[src/rtl/rv_plic_irq_dispatch_if.sv]
// Core-side interrupt handshake between the PLIC dispatcher and a hart.
// The dispatcher drives the offer; the core answers with accept and done.
interface rv_plic_irq_dispatch_if #(
  parameter int NumSrc = 32
);
  localparam int SRCW = $clog2(NumSrc);

  logic            req_valid_o;
  logic [SRCW-1:0] req_id_o;
  logic            req_ready_i;
  logic            done_valid_i;
  logic [SRCW-1:0] done_id_i;

  modport master (
    output req_valid_o,
    output req_id_o,
    input  req_ready_i,
    input  done_valid_i,
    input  done_id_i
  );

  modport slave (
    input  req_valid_o,
    input  req_id_o,
    output req_ready_i,
    output done_valid_i,
    output done_id_i
  );
endinterface

[src/rtl/rv_plic_irq_dispatch.sv]
// Per-target PLIC claim/complete sequencer with settle, offer and timeout.
// Optional counters under macro RV_PLIC_DISPATCH_STATS_EN.
module rv_plic_irq_dispatch #(
  parameter int  NumSrc        = 32,
  parameter int  SettleCycles  = 2,
  parameter int  TimeoutCycles = 1024,
  localparam int SRCW          = $clog2(NumSrc)
) (
  input  logic            clk_i,
  input  logic            rst_ni,
  input  logic            irq_i,
  input  logic [SRCW:0]   irq_id_i,
  output logic            claim_o,
  output logic [SRCW-1:0] claim_id_o,
  output logic            complete_o,
  output logic [SRCW-1:0] complete_id_o,
  output logic            busy_o,
  output logic            timeout_o,
  output logic            id_err_o,
  rv_plic_irq_dispatch_if.master core
`ifdef RV_PLIC_DISPATCH_STATS_EN
  ,
  output logic [15:0]     dispatch_cnt_o,
  output logic [7:0]      timeout_cnt_o
`endif
);

  localparam int TW =
    (TimeoutCycles == 0) ? 1 : $clog2(TimeoutCycles + 1);
  localparam logic [3:0] SLAST = 4'(SettleCycles - 1);
  localparam logic [TW-1:0] TLAST =
    TW'((TimeoutCycles == 0) ? 0 : TimeoutCycles - 1);

  typedef enum logic [2:0] {
    IDLE,
    SETTLE,
    OFFER,
    CLAIM,
    SERVICE,
    COMPLETE
  } state_e;

  state_e          state;
  logic [SRCW-1:0] id_q;
  logic [3:0]      scnt;
  logic [TW-1:0]   tcnt;

  logic nz_id;
  logic same_id;
  logic done_hit;
  logic t_expire;

  // Input qualifiers against the latched source ID
  always_comb begin
    nz_id    = (irq_id_i != '0);
    same_id  = irq_i && (irq_id_i == {1'b0, id_q});
    done_hit = core.done_valid_i && (core.done_id_i == id_q);
    t_expire = (TimeoutCycles != 0) && (tcnt == TLAST);
  end

  // Sequencer: settle, offer, claim, service, complete
  always_ff @(posedge clk_i or negedge rst_ni) begin
    if (!rst_ni) begin
      state            <= IDLE;
      id_q             <= '0;
      scnt             <= '0;
      tcnt             <= '0;
      claim_o          <= 1'b0;
      claim_id_o       <= '0;
      complete_o       <= 1'b0;
      complete_id_o    <= '0;
      busy_o           <= 1'b0;
      timeout_o        <= 1'b0;
      id_err_o         <= 1'b0;
      core.req_valid_o <= 1'b0;
      core.req_id_o    <= '0;
`ifdef RV_PLIC_DISPATCH_STATS_EN
      dispatch_cnt_o   <= '0;
      timeout_cnt_o    <= '0;
`endif
    end else begin
      claim_o    <= 1'b0;
      complete_o <= 1'b0;
      id_err_o   <= 1'b0;
      unique case (state)
        IDLE: begin
          if (irq_i && nz_id) begin
            id_q  <= irq_id_i[SRCW-1:0];
            scnt  <= '0;
            state <= SETTLE;
          end
        end
        SETTLE: begin
          if (!irq_i || !nz_id) begin
            state <= IDLE;
          end else if (!same_id) begin
            id_q <= irq_id_i[SRCW-1:0];
            scnt <= '0;
          end else if (scnt == SLAST) begin
            core.req_valid_o <= 1'b1;
            core.req_id_o    <= id_q;
            state            <= OFFER;
          end else begin
            scnt <= scnt + 4'd1;
          end
        end
        OFFER: begin
          if (core.req_ready_i) begin
            core.req_valid_o <= 1'b0;
            claim_o          <= 1'b1;
            claim_id_o       <= id_q;
            busy_o           <= 1'b1;
            state            <= CLAIM;
`ifdef RV_PLIC_DISPATCH_STATS_EN
            dispatch_cnt_o   <= dispatch_cnt_o + 16'd1;
`endif
          end else if (!same_id) begin
            core.req_valid_o <= 1'b0;
            state            <= IDLE;
          end
        end
        CLAIM: begin
          tcnt  <= '0;
          state <= SERVICE;
        end
        SERVICE: begin
          if (tcnt != '1) begin
            tcnt <= tcnt + 1'b1;
          end
          if (done_hit) begin
            complete_o    <= 1'b1;
            complete_id_o <= id_q;
            state         <= COMPLETE;
          end else begin
            if (core.done_valid_i) begin
              id_err_o <= 1'b1;
            end
            if (t_expire) begin
              timeout_o     <= 1'b1;
              complete_o    <= 1'b1;
              complete_id_o <= id_q;
              state         <= COMPLETE;
`ifdef RV_PLIC_DISPATCH_STATS_EN
              if (timeout_cnt_o != 8'hFF) begin
                timeout_cnt_o <= timeout_cnt_o + 8'd1;
              end
`endif
            end
          end
        end
        COMPLETE: begin
          busy_o <= 1'b0;
          state  <= IDLE;
        end
        default: begin
          state <= IDLE;
        end
      endcase
    end
  end

endmodule

[src/flat_wrapper.sv]
// flat-port wrapper written by rule: the top's interface ports become plain ports
module rv_plic_irq_dispatch_flat 
#(
  parameter int  NumSrc        = 32,
  parameter int  SettleCycles  = 2,
  parameter int  TimeoutCycles = 1024,
  localparam int SRCW          = $clog2(NumSrc)
)
  (clk_i, rst_ni, irq_i, irq_id_i, claim_o, claim_id_o, complete_o, complete_id_o, busy_o, timeout_o, id_err_o, core_req_valid_o, core_req_id_o, core_req_ready_i, core_done_valid_i, core_done_id_i);
  rv_plic_irq_dispatch_if #(.NumSrc(NumSrc)) core_i ();
  input  logic clk_i;
  input  logic rst_ni;
  input  logic irq_i;
  input  logic [SRCW:0] irq_id_i;
  output logic claim_o;
  output logic [SRCW-1:0] claim_id_o;
  output logic complete_o;
  output logic [SRCW-1:0] complete_id_o;
  output logic busy_o;
  output logic timeout_o;
  output logic id_err_o;
  output wire logic [$bits(core_i.req_valid_o)-1:0] core_req_valid_o;
  output wire logic [$bits(core_i.req_id_o)-1:0] core_req_id_o;
  input wire logic [$bits(core_i.req_ready_i)-1:0] core_req_ready_i;
  input wire logic [$bits(core_i.done_valid_i)-1:0] core_done_valid_i;
  input wire logic [$bits(core_i.done_id_i)-1:0] core_done_id_i;
  assign core_req_valid_o = core_i.req_valid_o;
  assign core_req_id_o = core_i.req_id_o;
  assign core_i.req_ready_i = core_req_ready_i;
  assign core_i.done_valid_i = core_done_valid_i;
  assign core_i.done_id_i = core_done_id_i;
  rv_plic_irq_dispatch #(.NumSrc(NumSrc), .SettleCycles(SettleCycles), .TimeoutCycles(TimeoutCycles)) u_core (.clk_i(clk_i), .rst_ni(rst_ni), .irq_i(irq_i), .irq_id_i(irq_id_i), .claim_o(claim_o), .claim_id_o(claim_id_o), .complete_o(complete_o), .complete_id_o(complete_id_o), .busy_o(busy_o), .timeout_o(timeout_o), .id_err_o(id_err_o), .core(core_i));
endmodule
[config.mk]
export PLATFORM = sky130hd
export DESIGN_NAME = rv_plic_irq_dispatch_flat
export DESIGN_NICKNAME = d
export VERILOG_FILES = /design/src/rtl/rv_plic_irq_dispatch_if.sv /design/src/rtl/rv_plic_irq_dispatch.sv /design/src/flat_wrapper.sv
export SDC_FILE = /design/constraint.sdc
export NUM_CORES = 1
export LEC_CHECK = 0
export BUFFER_PORTS_ARGS = -buffer_cell sky130_fd_sc_hd__clkbuf_2
export CAP_MARGIN = 20
export CELL_PAD_IN_SITES_DETAIL_PLACEMENT = 1
export CELL_PAD_IN_SITES_GLOBAL_PLACEMENT = 1
export CORE_MARGIN = 5
export CORE_UTILIZATION = 39
export DETAILED_ROUTE_END_ITERATION = 10
export HOLD_SLACK_MARGIN = 0.12
export MAX_ROUTING_LAYER = met4
export PLACE_DENSITY = 0.8
export SYNTH_ARGS = -nofsm -noshare
export SYNTH_HDL_FRONTEND = slang
export SYNTH_SLANG_ARGS = --single-unit
[constraint.sdc]
create_clock -name clk_i -period 1.85 [get_ports clk_i]
set_input_delay 0.37 -clock clk_i [delete_from_list [all_inputs] [get_ports clk_i]]
set_output_delay 0.37 -clock clk_i [all_outputs]
set_load 0.01 [all_outputs]
---- After elaboration in Yosys (flattened, before gate mapping) ----
Cells that the tools add are included.
cells by class
  eq/ne operators ......................... 22
  add/subtract/negate cells ............... 2
  bitwise gates (word level) .............. 2
  multiplexer cells ....................... 38
  reduce and logical (&&, ||, !) cells .... 23
operator list
  kind                                                                      number
  5-bit two-way mux                                                         5
  3-bit two-way mux                                                         8
  11-bit case mux with 2 select lines                                       1
  4-bit two-way mux                                                         4
  3-bit case mux with 5 select lines                                        1
  1-bit two-way mux                                                         14
  4-bit AND reduction                                                       3
  11-bit by 1-bit adder with 11-bit output (second input constant)          1
  11-bit by 10-bit equality test with 1-bit output (second input constant)  1
  11-bit two-way mux                                                        1
  11-bit != test (second input constant)                                    1
  5-bit case mux with 2 select lines                                        1
  5-bit AND reduction                                                       2
  2-bit nonzero test                                                        5
  3-bit by 1-bit != test with 1-bit output (second input constant)          3
  2-bit by 1-bit != test with 1-bit output (second input constant)          4
  4-bit case mux with 2 select lines                                        1
  2-bit AND reduction                                                       4
  3-bit by 2-bit equality test with 1-bit output (second input constant)    2
  3-bit equality test (second input constant)                               2
  6-bit by 5-bit equality test with 1-bit output                            1
  2-bit != test (second input constant)                                     3
  3-bit != test (second input constant)                                     2
  6-bit nonzero test                                                        1
  other kinds (11)                                                          16
word-level totals
  input bits .............................. 16
  output and inout port bits .............. 21
  register bits ........................... 44
  logic and storage cells ................. 100

---- Logic depth before layout (Yosys ltp) ----
Gate-level depths: netlist of the first run.
  word-level depth ........................ 5
  depth in mapped cells ................... 7
  gate-level depth less buffers ........... 7

---- Worst setup path after synthesis of the first run ----
No wires, ideal clock.
  path type ............................... input -> register
  start ................................... in irq_id_i[3]
  end ..................................... reg u_core.core.req_id_o[0]
  setup time .............................. 0.125 ns
  data required time ...................... 1.725 ns
  path buffers ............................ 1
  slack ................................... -0.080 ns
  data arrival time ....................... 1.805 ns
  stages .................................. 5
  cell sequence ........................... or4_4 > o311a_4 > and4_4 > buf_6 > mux2_4
between the ends
  longest elaborated chain between the ends .. 5
  elaborated cells between the ends (all ways) .. 7
  classes of those cells .................. 1 x eq/ne; 1 x bitwise; 5 x reduce/logical
RTL lines
  element                            RTL line                       source
  start: declaration                 flat_wrapper.sv:14             input logic [SRCW:0] irq_id_i;
  6-bit nonzero test                 rv_plic_irq_dispatch.sv:55     nz_id = (irq_id_i != '0);
  1-bit zero test                    rv_plic_irq_dispatch.sv:94     if (!irq_i || !nz_id) begin
  1-bit logical OR                   rv_plic_irq_dispatch.sv:94
  1-bit inverter (no line)           --
  4-bit AND reduction (no line) (*)  --
  end signal: assignment             rv_plic_irq_dispatch.sv:101    core.req_id_o <= id_q;
  end: declaration                   rv_plic_irq_dispatch_if.sv:16  output req_id_o,
Mark *: on every way between the ends. The rest lies on a longest branch, timed or not.
A chain may end at the register's enable or synchronous reset.

---- Final worst setup path of the first run ----
  start ................................... reg u_core.tcnt[0]
  end ..................................... reg u_core.tcnt[4]
between the ends
  longest elaborated chain between the ends .. 3
  elaborated cells between the ends (all ways) .. 6
  classes of those cells .................. 1 x add/sub; 2 x eq/ne; 2 x mux; 1 x reduce/logical
RTL lines
  element                                                                         RTL line                                                  source
  start: declaration                                                              rv_plic_irq_dispatch.sv:46                                logic [TW-1:0] tcnt;
  start signal: assignment                                                        rv_plic_irq_dispatch.sv:128                               tcnt <= tcnt + 1'b1;
  11-bit by 1-bit adder with 11-bit output or 11-bit != test (tied branches)      rv_plic_irq_dispatch.sv:128, rv_plic_irq_dispatch.sv:127
  11-bit two-way mux or 2-bit by 1-bit != test with 1-bit output (tied branches)  --
  11-bit case mux with 2 select lines or 2-bit AND reduction (tied branches)      --
Parallel ways exist; a longest one is shown, timed or not. The select of a mux whose other input is x is not followed.

==> results of run 1 <==
## cells in the mapped netlist, drive strengths merged, types with 2 or more instances
library cell,n
a21oi,4
and3,8
o311a,2
nand2,13
nor2,14
inv,5
or3,2
nand4,8
dfrtp,44
ha,3
clkbuf,7
xor2,9
xnor2,5
nor3,6
nand3,10
o31ai,2
a21o,2
mux2,20
nand2b,2
nor3b,2
o21ai,10
## stage by stage
stage	hold slack, ps	setup WS, ps	utilization
finish	136.4	65.63	0.5020
global route	184.5	-15.09	0.5020
CTS	150.6	25.61	0.4916
detailed placement	480.9	-184.8	0.4704
global placement	470.0	-130.2	0.4704
floorplan	74.41	-79.98	-
## worst max-delay path, stage by stage (launching register included)
cell	delay, ps
dfrtp_1	360
ha_2	190
and3_4	180
or4b_4	510
and3_4	220
nand2_2	60
mux2i_1	180
## how the worst max path moves through the flow
stage | startpoint | endpoint | slack, ps | cells after the start
after global routing | u_core.tcnt[0] | u_core.tcnt[4] | -20 | 6
after detailed placement | irq_id_i[3] | u_core.id_q[3] | -180 | 5
after global placement | irq_id_i[3] | u_core.scnt[3] | -130 | 6
after floorplan | irq_id_i[3] | u_core.core.req_id_o[0] | -80 | 5
final | u_core.tcnt[0] | u_core.tcnt[4] | 70 | 6
after CTS | u_core.tcnt[0] | u_core.tcnt[4] | 30 | 6
## cells by family (layout without fill, tap and decap cells)
kind of cell | after synthesis | count (layout) | synth area share
adders and majority gates | 3 | 3 | 0.01731
muxes | 21 | 21 | 0.1171
xor gates and xnor gates | 14 | 14 | 0.05655
DFF | 44 | 44 | 0.5078
and+or+nand+nor | 73 | 73 | 0.1800
buffers and inverters | 13 | 71 | 0.02597
AOI/OAI and AO/OA | 28 | 28 | 0.09522
## registers in the layout (all words and copies together), names as in the netlist
signal                   cells
u_core.busy_o                1
u_core.timeout_o             1
u_core.complete_id_o         5
u_core.core.req_valid_o      1
u_core.complete_o            1
u_core.claim_id_o            5
u_core.id_q                  5
u_core.claim_o               1
u_core.state                 3
u_core.core.req_id_o         5
u_core.scnt                  4
u_core.tcnt                 11
u_core.id_err_o              1
## layout make-up
type	instances	area (µm²)	area share
flip-flops and latches	44	1102	0.4038
multi-input cells	139	1059	0.3877
repair buffers	58	349.1	0.1279
clock buffers	5	68.82	0.02521
well taps	72	90.09	0.03300
clock inverters	3	42.54	0.01558
inverters	5	18.77	0.006874
## metal layers
layer | vias to the layer above | track usage | routed length, µm
li1 | 820 | - | -
met1 | 875 | 0.2011 | 2469
met2 | 47 | 0.2875 | 2820
met3 | 14 | 0.04416 | 226
met4 | 0 | 0.06906 | 153
met5 | - | - | 0
## report_power, final
group / total (mW) / switching, mW / internal (mW)
Sequential: 1.03 / 0.0485 / 0.984
Combinational: 0.254 / 0.141 / 0.113
Clock: 0.746 / 0.346 / 0.400
## what timing repair did
action                     CTS  global route
buffers inserted             0             1
gates resized for setup      1            13
pin swaps                    0             1
hold buffers                 0             0
setup endpoints to repair    1            16
==> results by group, run 1 <==
Outcome
  • Status: complete, no violations

Drt
  • Iteration-0 DRC Markers: 77
  • Drt first pass iters: 4
  • Total Wirelength: 5.670 mm
  • DR WL/cell: 17.39 µm
  • Remaining DRCs: 0
  • DR vias/cell: 5.387
  • Antenna Nets Post-Route: 0
  • Routed via count: 1,756

Final layout
  • Commonest non-fill, non-tap cell in the layout: dfrtp_1
  • Nets: 272
  • Fillcell total: 605
  • Post-layout instance area: 2730 µm²
  • Most frequent cells in the layout: dfrtp_1, clkbuf_2, buf_4
  • Share of layout cells above drive strength 1: 0.3898
  • Area Growth Syn to Fin: 25.91%
  • Ant diodes: 0
  • Layout Cells excl Fill: 326

Logic synthesis
  • Post-Synthesis Cell Area: 2168 µm²
  • Synth area leader: dfrtp_1
  • Syn Area/Cell: 11.06 µm²
  • Sequential fraction of the synthesis area: 0.5078
  • Synth top area share: 0.5078
  • Synth Net Count: 215
  • Mapped Cells: 196
  • Synth top area cells: dfrtp_1, mux2_2, xor2_1, mux2_4, mux2_1
  • Synth warnings: 0
  • Synthesis-stage register bit count: 44
  • Yosys cell types: 43
  • Number of flops mapped to enable cells by yosys: 0
  • Post-synth ARST share: 1.000
  • Ys flop type: dfrtp_1

Die
  • IO Count: 37
  • Die width: 84.57 µm
  • CORE AREA: 5439 µm²
  • Die Y-Extent: 84.57 µm
  • Die area: 7151 µm²
  • Starting Density: 0.3987
  • # rows: 27

Global routing
  • Total gr overflow: 0
  • Gr usage total: 0.1737
  • Via count of the first global-routing pass: 1,970
  • Initial antenna violation count: 0
  • Largest net degree at the start of global routing: 45
  • First-pass GRT wire length: 9.591 mm

Setup path
  • Crit end category: register
  • Worst r2r src: u_core.tcnt[0]
  • Reg-to-reg endpoint: u_core.tcnt[4]
  • Critical path type: reg2reg
  • Worst Path Required: 2080 ps
  • Startpoint types: register
  • Worst reg-to-reg setup slack: 70 ps
  • Critical Path AT: 2010 ps
  • Worst reg-to-reg path cell count: 6
  • Crit path max fanout: 6

Place
  • Port Buf Inserts: 36
  • Placed standard-cell area: 2559 µm²
  • Routability cong.: 0.8141
  • Dpl cells: 317
  • DP Wirelength: 4.196 mm

Pwr
  • Overall Power: 2.032 mW
  • Max rail drop VDD: 0.4410 mV
  • Leakage: 1.335 nW
  • PwrDens: 744.4 nW/µm²

Worst hold path
  • Hold Crit Class: in2async

Clock tree
  • Clk slew on worst S/H paths: 80 ps
  • Num CTS Buffers: 5
  • CTS Root Cell: clkbuf_8
  • CTS Buffer Depth: 2
  • H-tree depth: 2
  • Clock Sink Count: 44
  • Worst-Skew Late Latency: 300 ps
  • CTS tree: built

STA
  • Final Hold Fails: 0
  • Slew Viols, Final: 0
  • Skew final: 5.089 ps
  • Worst Tran Pin Value: 554.6 ps
  • Min Tclk post-route: 1784 ps
  • Final period utilization: 0.9645
  • RSZ-0062 raised after global routing: yes
  • Final setup fails: 0
  • Slew margin rel.: 0.6303
  • Achievable Freq: 560.4 MHz
  • Post-route setup TNS: 0 ps

Run
  • Max Cap Violations: 0
No activity file was read; power rests on OpenSTA's default activity.
==> run 2, diff against run 1 <==
GPL_TIMING_DRIVEN = 1   (was unset)
clock period = 1.56 ns   (was 1.85 ns; I/O delays follow)
==> results by group, run 2 (synthesized netlist as in run 1, its figures left out) <==
Worst hold path
  • Hold path endpoint: u_core.id_err_o
  • Critical hold path startpoint: core_done_valid_i
  • Hold Crit Class: in2reg
  • Hold-critical path depth: 3

Setup path
  • Crit end category: register
  • Worst Path Required: 1750 ps (-330 ps)
  • Critical Path AT: 2120 ps (+110 ps)
  • Critical path type: reg2reg
  • Crit path cell chain: ha_4 > and3_4 > or4b_4 > buf_6 > nand4_1 > xor2_1 > nor2_1
  • Startpoint types: register
  • Crit path max fanout: 5 (-1)
  • Worst reg-to-reg path cell count: 7 (+1)
  • Reg-to-reg endpoint: u_core.tcnt[6]
  • Worst reg-to-reg setup slack: -370 ps (-440 ps)
  • Crit path largest cell delay: 520 ps (about the same)
  • Critical-path top delay cell: or4b_4
  • Worst r2r src: u_core.tcnt[0]

Clock tree
  • Num CTS Buffers: 5 (unchanged)
  • Clock Sink Count: 44 (unchanged)
  • CTS Root Cell: clkbuf_8
  • CTS Buffer Depth: 2 (unchanged)
  • Worst-Skew Late Latency: 320 ps (+20 ps)
  • H-tree depth: 2 (unchanged)
  • Clk slew on worst S/H paths: 100 ps (+20 ps)
  • CTS tree: built

Drt
  • Drt first pass iters: 5 (+1)
  • Routed via count: 2,133 (+21%)
  • Total Wirelength: 10.10 mm (+78%)
  • Iteration-0 DRC Markers: 155 (+100%)
  • DR WL/cell: 27.23 µm (+57%)
  • Antenna Nets Post-Route: 0 (unchanged)
  • Remaining DRCs: 0 (unchanged)
  • DR vias/cell: 5.749 (+6.7%)

Final layout
  • Layout Cells excl Fill: 371 (+14%)
  • Most flops, register: u_core.tcnt
  • Share of layout cells above drive strength 1: 0.5872 (+0.1975)
  • Most frequent cells in the layout: buf_4, dfrtp_1, clkbuf_2
  • Commonest non-fill, non-tap cell in the layout: buf_4
  • Area Growth Syn to Fin: 55.34%
  • Post-layout util: 0.6193 (+0.1173)
  • Nets: 316 (+16%)
  • Fillcell total: 562 (-7.1%)
  • Largest register FFs: 11 (unchanged)

Place
  • Port Buf Inserts: 36 (unchanged)
  • DP Wirelength: 4.915 mm (+17%)
  • Dpl cells: 347 (+9.5%)
  • Routability cong.: 0.7855 (-3.5%)

Pwr
  • Max rail drop VDD: 0.4861 mV (+10%)
  • Leakage: 1.641 nW (+23%)
  • PwrDens: 787.3 nW/µm² (+5.8%)

STA
  • RSZ-0062 raised after global routing: yes
  • Final setup fails: 39 (+39)
  • Skew final: 17.53 ps (+12.44 ps)
  • Achievable Freq: 517.8 MHz (-7.6%)
  • Slew margin rel.: 0.7298 (+0.09959)
  • Final period utilization: 1.238 (+0.2736)
  • Final Hold Fails: 0 (unchanged)
  • Min Tclk post-route: 1931 ps (+147.0 ps)
  • Worst Tran Pin Value: 404.3 ps (-150.3 ps)
  • Final worst slack: -371.4 ps (-437.0 ps)
  • Slew Viols, Final: 0 (unchanged)
  • WHS: 248.9 ps (+112.4 ps)

Outcome
  • Status: complete, but fails checks
  • Failing checks: setup timing

Die
  • Starting Density: 0.3987 (unchanged)
  • # rows: 27 (unchanged)
  • Die area: 7151 µm² (unchanged)
  • IO Count: 37 (unchanged)
  • Die width: 84.57 µm (unchanged)
  • CORE AREA: 5439 µm² (unchanged)
  • Die Y-Extent: 84.57 µm (unchanged)

Global routing
  • Total gr overflow: 0 (unchanged)
  • Gr usage total: 0.2520 (+0.07831)
  • Via count of the first global-routing pass: 2,321 (+18%)
  • Largest net degree at the start of global routing: 45 (unchanged)
  • Initial antenna violation count: 1 (+1)
  • First-pass GRT wire length: 13.37 mm (+39%)

Run
  • Max Cap Violations: 0 (unchanged)
-- run 2: changes by cell type in the layout (fill, tap and decap cells not counted), sizes merged --
cell,change
buf,+45
clkbuf,-1
clkinvlp,-1
diode,+1
dlygate4sd3,+1
-- run 2: per-layer routing --
layer,GRT usage,wire (µm),up-vias
li1,-,-,906
met2,0.4406,5223,109
met3,0.05496,517,32
met4,0.1079,358,0
met5,-,0,-
met1,0.2739,4004,1086
-- run 2: worst max path at each step --
| stage | start | end | cells after the start |
|---|---|---|---|
| 2_1_floorplan | irq_id_i[3] | u_core.core.req_id_o[0] | 5 |
| 3_3_place_gp | irq_id_i[3] | u_core.core.req_id_o[4] | 5 |
| 3_5_place_dp | irq_id_i[3] | u_core.scnt[3] | 6 |
| 4_1_cts | u_core.tcnt[0] | u_core.tcnt[9] | 7 |
| 5_1_grt | u_core.tcnt[1] | u_core.tcnt[7] | 7 |
| 6_report | u_core.tcnt[0] | u_core.tcnt[6] | 7 |
-- run 2: what timing repair did --
action | in CTS | in global routing
hold buffers | 1 | 0
hold endpoints to repair | 44 | 0
endpoints found under the setup margin | 38 | 37
pin swaps | 9 | 25
setup buffers | 4 | 12
gates resized for setup | 23 | 40
-- run 2: area by class of cell --
| class | instances | area (µm²) | share of cell area |
|---|---|---|---|
| flip-flops and latches | 44 | 1107 | 0.3288 |
| clock buffers | 6 | 72.57 | 0.02155 |
| well taps | 72 | 90.09 | 0.02675 |
| multi-input cells | 139 | 1292 | 0.3837 |
| diodes | 1 | 2.502 | 0.0007429 |
| repair buffers | 102 | 749.5 | 0.2225 |
| inverters | 5 | 18.77 | 0.005572 |
| clock inverters | 2 | 35.03 | 0.01040 |
-- run 2: worst max-delay path: cells and delay by family, from the launching register on --
family,cells,cell delay (ps)
and+or+nand+nor,4,890
DFF,1,420
xor gates and xnor gates,1,200
adders and majority gates,1,160
buffers and inverters,1,150
-- run 2: power breakdown --
part           internal [mW]  switching (mW)  total [mW]  leakage (nW)
clock network          0.477           0.450       0.927        0.0552
logic                  0.229           0.282       0.512         0.994
registers               1.17          0.0430        1.21         0.591
-- run 2: per-stage QoR --
| step | area (µm²) | setup WS, ps | power, mW | setup TNS, ps |
|---|---|---|---|---|
| 2_1_floorplan | 2238 | -311.9 | 1.375 | -4155 |
| 3_3_place_gp | 2855 | -344.9 | 1.559 | -7830 |
| 3_5_place_dp | 2855 | -395.4 | 1.581 | -9604 |
| 4_1_cts | 3108 | -267.7 | 2.482 | -5552 |
| 5_1_grt | 3368 | -410.7 | 2.737 | -10690 |
| 6_report | 3368 | -371.4 | 2.652 | -8949 |
